**config.mk**
```make
export PLATFORM = sky130hd
export DESIGN_NAME = wb_commit_unit
export DESIGN_NICKNAME = d
export VERILOG_FILES = /design/src/rtl/wb_commit_unit.sv
export SDC_FILE = /design/constraint.sdc
export NUM_CORES = 1
export LEC_CHECK = 0
export CAP_MARGIN = 20
export CORE_MARGIN = 1.5
export CORE_UTILIZATION = 50
export CTS_CLUSTER_SIZE = 16
export DETAILED_ROUTE_END_ITERATION = 12
export PLACE_DENSITY = 0.79
export SLEW_MARGIN = 20
export SYNTH_ARGS = -nofsm -noshare
export SYNTH_HDL_FRONTEND = slang
export SYNTH_SLANG_ARGS = --single-unit
```
**constraint.sdc**
```tcl
create_clock -name clk -period 4.9 [get_ports clk]
set_input_delay 1.47 -clock clk [delete_from_list [all_inputs] [get_ports clk]]
set_output_delay 1.47 -clock clk [all_outputs]
set_load 0.01 [all_outputs]
```
**src/rtl/wb_commit_unit.sv**
```systemverilog
`default_nettype none
//==============================================================================
// Module   : wb_commit_unit
// Summary  : Writeback commit stage for the integer register file. Buffers ALU
//            results in a small FIFO, arbitrates round-robin against the
//            load/store unit, issues one registered write per cycle and keeps
//            a per-register pending-write scoreboard for RAW stall queries.
// Options  : define WB_COMMIT_TRACE_EN to print every committed write
//            (register index, data, FIFO occupancy) in simulation.
// Revision : 1.0 - initial release
//==============================================================================
module wb_commit_unit #(
    parameter int ADDR_WIDTH = 5,
    parameter int DATA_WIDTH = 32,
    parameter int FIFO_DEPTH = 4
) (
    input  logic                  clk,
    input  logic                  rst,
    // Issue side: destination registers that will be written later
    input  logic                  issue_valid,
    input  logic [ADDR_WIDTH-1:0] issue_rd,
    output logic                  issue_ready,
    // ALU result stream (buffered)
    input  logic                  alu_valid,
    output logic                  alu_ready,
    input  logic [ADDR_WIDTH-1:0] alu_rd,
    input  logic [DATA_WIDTH-1:0] alu_data,
    // Load result stream (held by the LSU until accepted)
    input  logic                  lsu_valid,
    output logic                  lsu_ready,
    input  logic [ADDR_WIDTH-1:0] lsu_rd,
    input  logic [DATA_WIDTH-1:0] lsu_data,
    // Decode hazard queries
    input  logic [ADDR_WIDTH-1:0] rs1,
    input  logic [ADDR_WIDTH-1:0] rs2,
    output logic                  rs1_busy,
    output logic                  rs2_busy,
    // Register file write port
    output logic                  rf_wen,
    output logic [ADDR_WIDTH-1:0] rf_rd,
    output logic [DATA_WIDTH-1:0] rf_data
);

    localparam int c_NUM_REGS = 1 << ADDR_WIDTH;
    localparam int c_PTR_W    = $clog2(FIFO_DEPTH);
    localparam int c_CNT_W    = c_PTR_W + 1;
    localparam logic [c_CNT_W-1:0] c_FIFO_FULL = c_CNT_W'(FIFO_DEPTH);
    localparam logic [1:0]         c_PEND_MAX  = 2'd3;

    //--------------------------------------------------------------------------
    // ALU result FIFO
    //--------------------------------------------------------------------------
    logic [ADDR_WIDTH-1:0] r_fifo_rd   [FIFO_DEPTH];
    logic [DATA_WIDTH-1:0] r_fifo_data [FIFO_DEPTH];
    logic [c_PTR_W-1:0]    r_wr_ptr;
    logic [c_PTR_W-1:0]    r_rd_ptr;
    logic [c_CNT_W-1:0]    r_fifo_cnt;

    logic w_fifo_full;
    logic w_fifo_empty;
    logic w_push;
    logic w_pop;

    assign w_fifo_full  = (r_fifo_cnt == c_FIFO_FULL);
    assign w_fifo_empty = (r_fifo_cnt == '0);
    // Ready depends only on registered occupancy, so a full FIFO never sees
    // a simultaneous push and pop.
    assign alu_ready    = !w_fifo_full;
    assign w_push       = alu_valid && !w_fifo_full;

    // Storage array: contents are don't-care while the slot is not occupied,
    // so no reset is needed here.
    always_ff @(posedge clk) begin
        if (w_push) begin
            r_fifo_rd[r_wr_ptr]   <= alu_rd;
            r_fifo_data[r_wr_ptr] <= alu_data;
        end
    end

    // Pointers wrap naturally because FIFO_DEPTH is a power of two.
    always_ff @(posedge clk) begin
        if (rst) begin
            r_wr_ptr   <= '0;
            r_rd_ptr   <= '0;
            r_fifo_cnt <= '0;
        end else begin
            if (w_push) begin
                r_wr_ptr <= r_wr_ptr + c_PTR_W'(1);
            end
            if (w_pop) begin
                r_rd_ptr <= r_rd_ptr + c_PTR_W'(1);
            end
            case ({w_push, w_pop})
                2'b10:   r_fifo_cnt <= r_fifo_cnt + c_CNT_W'(1);
                2'b01:   r_fifo_cnt <= r_fifo_cnt - c_CNT_W'(1);
                default: r_fifo_cnt <= r_fifo_cnt;
            endcase
        end
    end

    //--------------------------------------------------------------------------
    // Arbitration between FIFO head and LSU
    //--------------------------------------------------------------------------
    // 1 = LSU wins the next contention, 0 = FIFO head wins it.
    logic r_rr_lsu_first;
    logic w_grant_alu;
    logic w_grant_lsu;
    logic w_contend;

    assign w_contend = !w_fifo_empty && lsu_valid;

    // Single candidate wins outright; round-robin only when both compete.
    always_comb begin
        w_grant_alu = 1'b0;
        w_grant_lsu = 1'b0;
        if (w_contend) begin
            w_grant_lsu = r_rr_lsu_first;
            w_grant_alu = !r_rr_lsu_first;
        end else begin
            w_grant_alu = !w_fifo_empty;
            w_grant_lsu = lsu_valid;
        end
    end

    assign w_pop     = w_grant_alu;
    assign lsu_ready = w_grant_lsu;

    // Round-robin pointer moves only on contention, away from the winner.
    always_ff @(posedge clk) begin
        if (rst) begin
            r_rr_lsu_first <= 1'b0;
        end else if (w_contend) begin
            r_rr_lsu_first <= w_grant_alu;
        end
    end

    //--------------------------------------------------------------------------
    // Write stage
    //--------------------------------------------------------------------------
    logic [ADDR_WIDTH-1:0] w_sel_rd;
    logic [DATA_WIDTH-1:0] w_sel_data;
    logic                  r_wen;
    logic [ADDR_WIDTH-1:0] r_rd;
    logic [DATA_WIDTH-1:0] r_data;

    // Mux the granted candidate onto the write-stage input.
    always_comb begin
        w_sel_rd   = lsu_rd;
        w_sel_data = lsu_data;
        if (w_grant_alu) begin
            w_sel_rd   = r_fifo_rd[r_rd_ptr];
            w_sel_data = r_fifo_data[r_rd_ptr];
        end
    end

    // Register the granted write; x0 results are consumed without a pulse,
    // and index/data hold when nothing is granted.
    always_ff @(posedge clk) begin
        if (rst) begin
            r_wen  <= 1'b0;
            r_rd   <= '0;
            r_data <= '0;
        end else if (w_grant_alu || w_grant_lsu) begin
            r_wen  <= (w_sel_rd != '0);
            r_rd   <= w_sel_rd;
            r_data <= w_sel_data;
        end else begin
            r_wen  <= 1'b0;
        end
    end

    assign rf_wen  = r_wen;
    assign rf_rd   = r_rd;
    assign rf_data = r_data;

    //--------------------------------------------------------------------------
    // Pending-write scoreboard
    //--------------------------------------------------------------------------
    logic [1:0]            r_pend [c_NUM_REGS];
    logic [c_NUM_REGS-1:0] w_inc;
    logic [c_NUM_REGS-1:0] w_dec;
    logic                  w_issue_fire;

    assign issue_ready  = (r_pend[issue_rd] != c_PEND_MAX) || (issue_rd == '0);
    assign w_issue_fire = issue_valid && issue_ready && (issue_rd != '0);

    // One-hot increment/decrement requests; the decrement lands on the edge
    // that ends the write pulse, so busy clears once the RF holds the value.
    always_comb begin
        w_inc = '0;
        w_dec = '0;
        if (w_issue_fire) begin
            w_inc[issue_rd] = 1'b1;
        end
        if (r_wen) begin
            w_dec[r_rd] = 1'b1;
        end
    end

    // Saturating 2-bit counters; x0 is pinned to zero.
    always_ff @(posedge clk) begin
        if (rst) begin
            for (int i = 0; i < c_NUM_REGS; i++) begin
                r_pend[i] <= '0;
            end
        end else begin
            r_pend[0] <= '0;
            for (int i = 1; i < c_NUM_REGS; i++) begin
                if (w_inc[i] && !w_dec[i]) begin
                    r_pend[i] <= r_pend[i] + 2'd1;
                end else if (w_dec[i] && !w_inc[i] && (r_pend[i] != 2'd0)) begin
                    r_pend[i] <= r_pend[i] - 2'd1;
                end
            end
        end
    end

    assign rs1_busy = (rs1 != '0) && (r_pend[rs1] != 2'd0);
    assign rs2_busy = (rs2 != '0) && (r_pend[rs2] != 2'd0);

`ifndef SYNTHESIS
    // A commit to a register with nothing pending means the issue side lost
    // track of a destination.
    always_ff @(posedge clk) begin
        if (!rst && r_wen) begin
            assert (r_pend[r_rd] != 2'd0);
        end
    end
`endif

`ifdef WB_COMMIT_TRACE_EN
    // Commit trace for debug runs.
    always_ff @(posedge clk) begin
        if (!rst && r_wen) begin
            $display("wb_commit: x%0d <= 0x%0h (fifo occupancy %0d)", r_rd, r_data, r_fifo_cnt);
        end
    end
`endif

endmodule
`default_nettype wire

```
; ---- After elaboration in Yosys (flattened, before gate mapping)
; Memory sizes are Yosys's and may differ from the RTL's. A register that Yosys moved wholly into a read port is not among the register bits.
; Index checks and enable logic that the tools add are counted.
[totals]
ff_bits = 46
ramBits = 212
in_bits = 94
output_inout_bits = 43
word_cells = 657
memories = 3
[classes]
n_addsub = 66
n_lt_le_gt_ge = 4
n_eq_ne = 4
n_mux = 300
bitwise = 64
reduce_logical = 209
[mem_list]
columns = memory, depth, word_bits, rd, rd_clocked_by_memory_dff, wr, line
row1 = r_fifo_data, 4, 32, 1, 1, 1, 54  ; logic [DATA_WIDTH-1:0] r_fifo_data [FIFO_DEPTH];
row2 = r_pend, 32, 2, 34, 0, 32, 179  ; logic [1:0] r_pend [c_NUM_REGS];
row3 = r_fifo_rd, 4, 5, 1, 1, 1, 53  ; logic [ADDR_WIDTH-1:0] r_fifo_rd [FIFO_DEPTH];
[op_table]
columns = op, count
row1 = 1-bit 2-to-1 mux, 226
row2 = 2-bit 2-to-1 mux, 67
row3 = 1-bit logical AND, 101
row4 = 32-bit 2-to-1 mux, 3
row5 = 2-bit nonzero test, 34
row6 = 2-bit by 1-bit adder with 2-bit output (second input constant), 33
row7 = 1-bit logical NOT, 65
row8 = 1-bit OR, 63
row9 = 2-bit by 1-bit subtractor with 2-bit output (second input constant), 31
row10 = 5-bit nonzero test, 4
row11 = 5-bit by 6-bit < comparator with 1-bit output (second input constant), 2
row12 = 1-bit demux with 5-bit select, 2
row13 = 5-bit by 1-bit >= comparator with 1-bit output (second input constant), 2
row14 = 3-bit case mux with 2 select lines, 1
row15 = 5-bit logical NOT, 1
row16 = 5-bit 2-to-1 mux, 1
row17 = 3-bit by 1-bit adder with 3-bit output (second input constant), 1
row18 = 3-bit equality test (second input constant), 1
row19 = 3-bit logical NOT, 1
row20 = 3-bit by 1-bit subtractor with 3-bit output (second input constant), 1
row21 = 2-bit by 1-bit equality test with 1-bit output (second input constant), 1
row22 = 2-bit equality test (second input constant), 1
row23 = 1-bit logical OR, 2
row24 = 2-bit inequality test (second input constant), 1
row25 = other kinds (2), 2

; ---- Depth between registers and ports, before layout
; Gate-level depths: netlist of the first run.
; An unclocked memory read counts as a cell.
[depth]
word_depth = 14
ltp_mapped = 13
mapped_depth_nobuf = 10

; ---- Least setup slack after synthesis of the first run
; No wires, ideal clock.
[synth_path]
kind = in2out
startpoint = in issue_rd[1]
endpoint = out issue_ready
t_arrival_ns = 3.359
required_ns = 3.430
slack_ns = 0.071
cell_stages = 11
path_buffers = 5
cell_sequence = buf_6 > buf_2 > buf_2 > mux2i_1 > o221ai_1 > o22ai_1 > nand4_2 > and2_1 > buf_6 > inv_1 > buf_2
[synth_between]
elab_chain_cells = 3
elab_cells_between_ends = 4
cone_classes = eq/ne: 1 / reduce/logical: 2 / memory: 1
[synth_rtl]
columns = item, line
row1 = from (decl), 21  ; input logic [ADDR_WIDTH-1:0] issue_rd,
row2 = memory 32 x 2 bit, -
row3 = 2-bit inequality test, 184  ; assign issue_ready = (r_pend[issue_rd] != c_PEND_MAX) || (issue_rd == '0);
row4 = 1-bit logical OR (*), 184
row5 = to (decl), 22  ; output logic issue_ready,
; Mark *: on every way between the ends. The rest lies on a longest branch, timed or not.

; ---- Final worst setup path of the first run
[layout_path]
startpoint = in rs1[2]
endpoint = out rs1_busy
[layout_between]
elab_chain_cells = 3
elab_cells_between_ends = 4
cone_classes = reduce/logical: 3 / memory: 1
[layout_rtl]
columns = item, line
row1 = from (decl), 34  ; input logic [ADDR_WIDTH-1:0] rs1,
row2 = memory 32 x 2 bit, -
row3 = 2-bit nonzero test, 218  ; assign rs1_busy = (rs1 != '0) && (r_pend[rs1] != 2'd0);
row4 = 1-bit logical AND (*), 218
row5 = to (decl), 36  ; output logic rs1_busy,
; Marked as above.

==> results of run 1 <==
## kinds of logic (layout without fill, tap and decap cells)
group           count (synthesis)  count (layout)  synth area share (%)
flops                         258             258                  55.8
mux                           123             123                  15.0
compound gates                204             204                  11.2
buf+inv                        82             265                  2.68
fa+ha+maj                       7               7                 0.730
simple gates                  336             336                  12.3
other cells                     0               1                     0
xor+xnor                       34              34                  2.29
## worst max-delay path, cell delays in order
cell,delay [ns]
clkdlybuf4s50_1,0.47
buf_6,0.13
mux4_2,0.49
mux4_2,0.50
a21oi_2,0.14
buf_2,0.13
## what timing repair did
item / in CTS / in global routing
endpoints found under the hold margin: 0 / 0
endpoints found under the setup margin: 3 / 1
pin swaps: 1 / 0
gates cloned: 0 / 1
resized for setup: 19 / 4
hold buffers: 0 / 0
## layout make-up
type	instances	area, sq um
Clock inverter	18	216
Clock buffer	31	701
Fill cell	1960	9430
Timing Repair Buffer	202	1850
Multi-Input combinational cell	704	5460
Tap cell	330	413
Inverter	14	56.3
Antenna cell	1	2.50
Sequential cell	258	7270
## power by group
group	leakage, nW	switching (mW)	internal, mW
sequential	2.39	0.296	2.70
clock	0.446	0.857	1.25
combinational	2.64	1.05	1.03
total	5.48	2.20	4.98
## per-layer routing
metal  vias to the layer above  global-route usage, %
li1                       4409                      -
met1                      4704                   32.8
met2                       416                   43.9
met3                        69                   5.80
met4                         2                   7.00
met5                         -                      0
## cells in the final DEF, fill, tap and decap left out, drive strengths merged, types with 31 or more instances in the layout
cell type / n
mux2i: 65
buf: 70
edfxtp: 210
nand2: 73
dfxtp: 48
clkdlybuf4s50: 127
a21oi: 49
a211oi: 55
mux4: 58
nor2: 124
clkbuf: 31
## sequential cells by signal, summed over array words and instances, names as in the netlist, named ones only
name	cells
r_fifo_rd	20
r_pend	62
r_wr_ptr	2
rf_rd	5
r_fifo_data	128
rf_data	32
rf_wen	1
r_fifo_cnt	3
r_rd_ptr	2
r_rr_lsu_first	1
## final timing paths
kind                                    from                          end  slack [ns]  cells past startpoint
setup / recovery                      rs1[2]                     rs1_busy        0.09                      6
hold / removal       rf_data[9]$_SDFFE_PP0N_      rf_data[9]$_SDFFE_PP0N_        0.50                      2
hold reg to reg      rf_data[9]$_SDFFE_PP0N_      rf_data[9]$_SDFFE_PP0N_        0.50                      2
setup reg to reg  r_pend[4][1]$_SDFFCE_PN0P_  r_pend[13][0]$_SDFFCE_PN0P_        1.66                      9
==> results.py, run 1 <==
metrics = {
    "cts": {
        "cts-root-buf": "clkbuf_16",
        "clock-sinks": 258,
        "cts_tree": "done",
        "clock_latency_ns": 0.53,
        "cts_buffers": 27,
        "ctsLongestPathBuffers": 3,
        "post-cts-setup-buffer-count": 0,
        "htreeDepth": 1,
        "clkTransAtPathRegs_ns": 0.06,
    },
    "sta": {
        "rsz0062_at_grt": "no",
        "setup_viol": 0,
        "period_minus_slack_ns": 4.81,
        "timing_worst_slew_pin_value_ns": 1.05,
        "layout_setup_ws_ns": 0.0924,
        "finalSetupTns_ns": 0,
        "fmax_ghz": 0.208,
        "final-hold-violation-count": 0,
        "whs_ns": 0.495,
        "finalCritPeriodShare_pct": 98.1,
        "relSlewSlack_pct": 29.6,
        "slew_violations": 0,
        "fin_skew_ns": 0.00987,
    },
    "finish": {
        "stdcell_count": 1558,
        "final_area_sq_um": 16000,
        "final_core_util_pct": 62.9,
        "final_nets": 1308,
        "drive_gt1_share_pct": 16.5,
        "synthToLayoutAreaGrowth_pct": 22.7,
    },
    "route": {
        "route.met3.wl_um": 2880,
        "wl_per_cell_um": 21.9,
        "vias_per_cell": 6.16,
        "totalWireLength_um": 34100,
        "wl_met2_um": 16600,
        "drc": 0,
        "ant_nets": 0,
        "drtPass1Iterations": 5,
        "wl_met1_um": 13800,
        "vias": 9600,
        "drtIter0Drc": 1040,
        "dr.max_layer_used": "met5",
    },
    "yosys": {
        "ys_async_sr_fraction_pct": 0,
        "synth_seq_cells": 258,
        "seq_area_frac_synth_pct": 55.8,
        "synth_commonest_cells": "edfxtp_1 (210), nor2_1 (124), nand2_1 (73), mux2i_1 (65), mux4_2 (58)",
        "yosysMostFrequentCell": "edfxtp_1",
        "synth_ff_type": "edfxtp_1",
        "ys_top_cells_by_area": "edfxtp_1 (48%), mux4_2 (10%), dfxtp_1 (7.4%), mux2i_1 (5.0%), nor2_1 (3.6%)",
        "ys_warn_count": 0,
        "yosysUniqueCellTypes": 64,
        "syn_nets": 1145,
        "syn_area_sq_um": 13000,
        "synthCells": 1044,
        "yosysTopAreaCell": "edfxtp_1",
        "synth_top_area_share_pct": 48.4,
        "synth_edf_count": 210,
        "syn_area_per_cell_sq_um": 12.5,
    },
    "placement": {
        "dp_hpwl_um": 23500,
        "dp.cells": 1507,
        "portBuffers": 136,
        "gp_congestion": 0.958,
        "place_area_sq_um": 15000,
        "preCtsSetupSlack_ns": -0.419,
    },
    "power_and_ir_drop": {
        "cellPowerDensity_nw_per_um2": 450,
        "finalPower_mw": 7.18,
        "ir_drop_v": 0.000431,
        "leakage_nw": 5.48,
    },
    "floorplanning": {
        "chipHeight_um": 164,
        "dieArea_sq_um": 27000,
        "die_w_um": 164,
        "initial_core_util_pct": 51.3,
        "core.rowCount": 58,
        "coreArea_sq_um": 25400,
        "io_pins": 137,
    },
    "worst_hold_path": {
        "hold_class": "reg -> reg",
    },
    "critical_path": {
        "cp-start-kind": "input port",
        "required_ns": 3.43,
        "crit_type": "in -> out",
        "arrival_ns": 3.34,
        "crit_path_end_kind": "output port",
        "cp_max_fo": 6,
    },
    "grt": {
        "antenna_found_initial": 2,
        "grt_pass1_vias": 9532,
        "gr-usage-all-layers_pct": 25.6,
        "grt_pass1_wl_um": 52900,
        "grt_max_degree": 89,
        "grt-ovfl-total": 0,
    },
    "flow_run": {
        "maxCapViolations": 0,
    },
    "run_status": {
        "outcome": "complete, no violations",
    },
}
Note: power is estimated with default switching activity, not from simulation.
==> inputs of run 2 (changes only) <==
--- a/config.mk
+++ b/config.mk
@@ -6,8 +6,10 @@
 export NUM_CORES = 1
 export LEC_CHECK = 0
 export CAP_MARGIN = 20
+export CORE_ASPECT_RATIO = 1.2
 export CORE_MARGIN = 1.5
 export CORE_UTILIZATION = 50
+export CTS_BUF_LIST = sky130_fd_sc_hd__clkbuf_8 sky130_fd_sc_hd__clkbuf_16
 export CTS_CLUSTER_SIZE = 16
 export DETAILED_ROUTE_END_ITERATION = 12
 export PLACE_DENSITY = 0.79
==> results.py, run 2 (synthesis results as in run 1) <==
metrics = {
    "route": {
        "drc": 0,
        "vias_per_cell": 6.20,
        "drtIter0Drc": 687,
        "ant_nets": 0,
        "totalWireLength_um": 34000,
        "wl_per_cell_um": 21.9,
        "drtPass1Iterations": 5,
        "vias": 9643,
    },
    "sta": {
        "finalSetupTns_ns": 0,
        "final-hold-violation-count": 0,
        "whs_ns": 0.499,
        "finalCritPeriodShare_pct": 97.9,
        "setup_viol": 0,
        "fmax_ghz": 0.208,
        "timing_worst_slew_pin_value_ns": 1.02,
        "rsz0062_at_grt": "no",
        "slew_violations": 0,
        "fin_skew_ns": 0.0184,
        "relSlewSlack_pct": 32.1,
        "period_minus_slack_ns": 4.80,
    },
    "finish": {
        "drive_gt1_share_pct": 16.0,
        "largest-register": "r_fifo_data",
        "synthToLayoutAreaGrowth_pct": 23.0,
        "final_area_sq_um": 16000,
        "layout_common_cells": "edfxtp_1 (210), clkdlybuf4s50_1 (127), nor2_1 (124)",
        "layout_commonest_cell": "edfxtp_1",
        "largest_reg_flops": 128,
        "final_nets": 1306,
    },
    "cts": {
        "cts-root-buf": "clkbuf_16",
        "clkTransAtPathRegs_ns": 0.06,
        "clock-sinks": 258,
        "ctsLongestPathBuffers": 3,
        "cts_tree": "done",
        "postCtsHoldBufs": 0,
        "cts_buffers": 26,
        "clock_latency_ns": 0.54,
        "htreeDepth": 1,
    },
    "critical_path": {
        "cp-start-kind": "input port",
        "required_ns": 3.43,
        "r2r-start": "r_pend[11][1]$_SDFFCE_PN0P_",
        "reg2regPathDepth": 9,
        "reg2reg_to": "r_pend[5][0]$_SDFFCE_PN0P_",
        "arrival_ns": 3.33,
        "r2r_slack_ns": 1.70,
        "crit_type": "in -> out",
        "crit_path_end_kind": "output port",
        "cp_max_fo": 6,
    },
    "power_and_ir_drop": {
        "switching_share_pct": 30.5,
        "p_sw_mw": 2.21,
        "finalPower_mw": 7.24,
        "internal_power_mw": 5.03,
        "seq_power_share_pct": 40.8,
        "leakage_nw": 5.52,
        "ir_drop_v": 0.000387,
        "clkPwrFrac_pct": 29.8,
        "p_comb_share_pct": 29.4,
        "cellPowerDensity_nw_per_um2": 452,
    },
    "floorplanning": {
        "chipHeight_um": 180,
        "dieArea_sq_um": 27000,
        "io_pins": 137,
        "initial_core_util_pct": 51.0,
        "coreArea_sq_um": 25500,
        "core.rowCount": 64,
        "die_w_um": 150,
    },
    "flow_run": {
        "maxCapViolations": 0,
    },
    "run_status": {
        "outcome": "complete, no violations",
    },
    "placement": {
        "portBuffers": 136,
        "gp_congestion": 0.924,
        "place_area_sq_um": 15100,
        "dp_hpwl_um": 24000,
    },
    "worst_hold_path": {
        "hold_start": "rf_data[12]$_SDFFE_PP0N_",
        "holdPathStages": 2,
        "min_to": "rf_data[12]$_SDFFE_PP0N_",
        "hold_class": "reg -> reg",
    },
    "grt": {
        "grt_pass1_wl_um": 53300,
        "grt-ovfl-total": 0,
        "grt_pass1_vias": 9732,
        "gr-usage-all-layers_pct": 25.4,
        "grt_max_degree": 88,
        "antenna_found_initial": 1,
    },
}
==> run 2: cell count changes in the layout (fill, tap and decap cells not counted), moves of 2 or more <==
cell	before	now
buf_12	1	5
inv_1	12	16
buf_2	4	1
buf_4	63	60
clkbuf_1	3	0
clkinv_4	1	3
clkinvlp_4	4	2
inv_4	2	0
o32ai_1	0	2
o32ai_2	3	1
==> run 2: through the flow <==
step,setup WS (ns),util [%],instances
after CTS,0.0310,62.7,1555
after floorplan,0.0707,-,1044
after detailed placement,-0.425,59.0,1507
after global placement,-0.403,59.0,1507
after global routing,0.0559,62.7,1555
final,0.102,62.7,1556
==> run 2: timing repair <==
action,4_1_cts,5_1_grt
setup buffers,0,0
pin swaps,0,0
endpoints found under the setup margin,3,1
gates resized for setup,18,2
cloned,0,0
==> run 2: worst max-delay path by stage <==
stage / start / end / slack, ns / cells after the start
floorplan: issue_rd[1] / issue_ready / 0.07 / 11
global placement: issue_rd[3] / issue_ready / -0.40 / 9
detailed placement: issue_rd[4] / issue_ready / -0.43 / 9
CTS: issue_rd[2] / issue_ready / 0.03 / 10
global route: rs1[2] / rs1_busy / 0.06 / 6
finish: rs1[2] / rs1_busy / 0.10 / 6
==> run 2: layout make-up <==
cell class,instances,area (sq um)
Tap cell,330,413
Clock buffer,28,689
Fill cell,1936,9530
Timing Repair Buffer,201,1900
Multi-Input combinational cell,704,5440
Sequential cell,258,7270
Clock inverter,20,250
Antenna cell,1,2.50
Inverter,14,52.6
==> run 2: critical path, stage by stage <==
cell and delay [ns]:
clkdlybuf4s50_1 0.48, buf_6 0.13, mux4_2 0.48, mux4_2 0.47
a21oi_1 0.15, buf_2 0.14
==> run 2: power by group through the flow <==
stage          Sequential [mW]  Clock, mW  Combinational [mW]
2_1_floorplan             2.92          0                1.41
3_3_place_gp              2.98          0                2.09
3_5_place_dp              3.00          0                2.12
4_1_cts                   2.96       2.19                2.15
5_1_grt                   2.99       2.26                2.30
6_report                  2.95       2.16                2.13
==> run 2: per-layer routing <==
| layer | GRT usage (%) | part of all wire (%) | vias to the layer above |
|---|---|---|---|
| met5 | 0 | 0 | - |
| li1 | - | - | 4396 |
| met1 | 31.2 | 39 | 4763 |
| met3 | 4.72 | 7.0 | 85 |
| met2 | 44.0 | 51 | 399 |
| met4 | 9.80 | 3.6 | 0 |
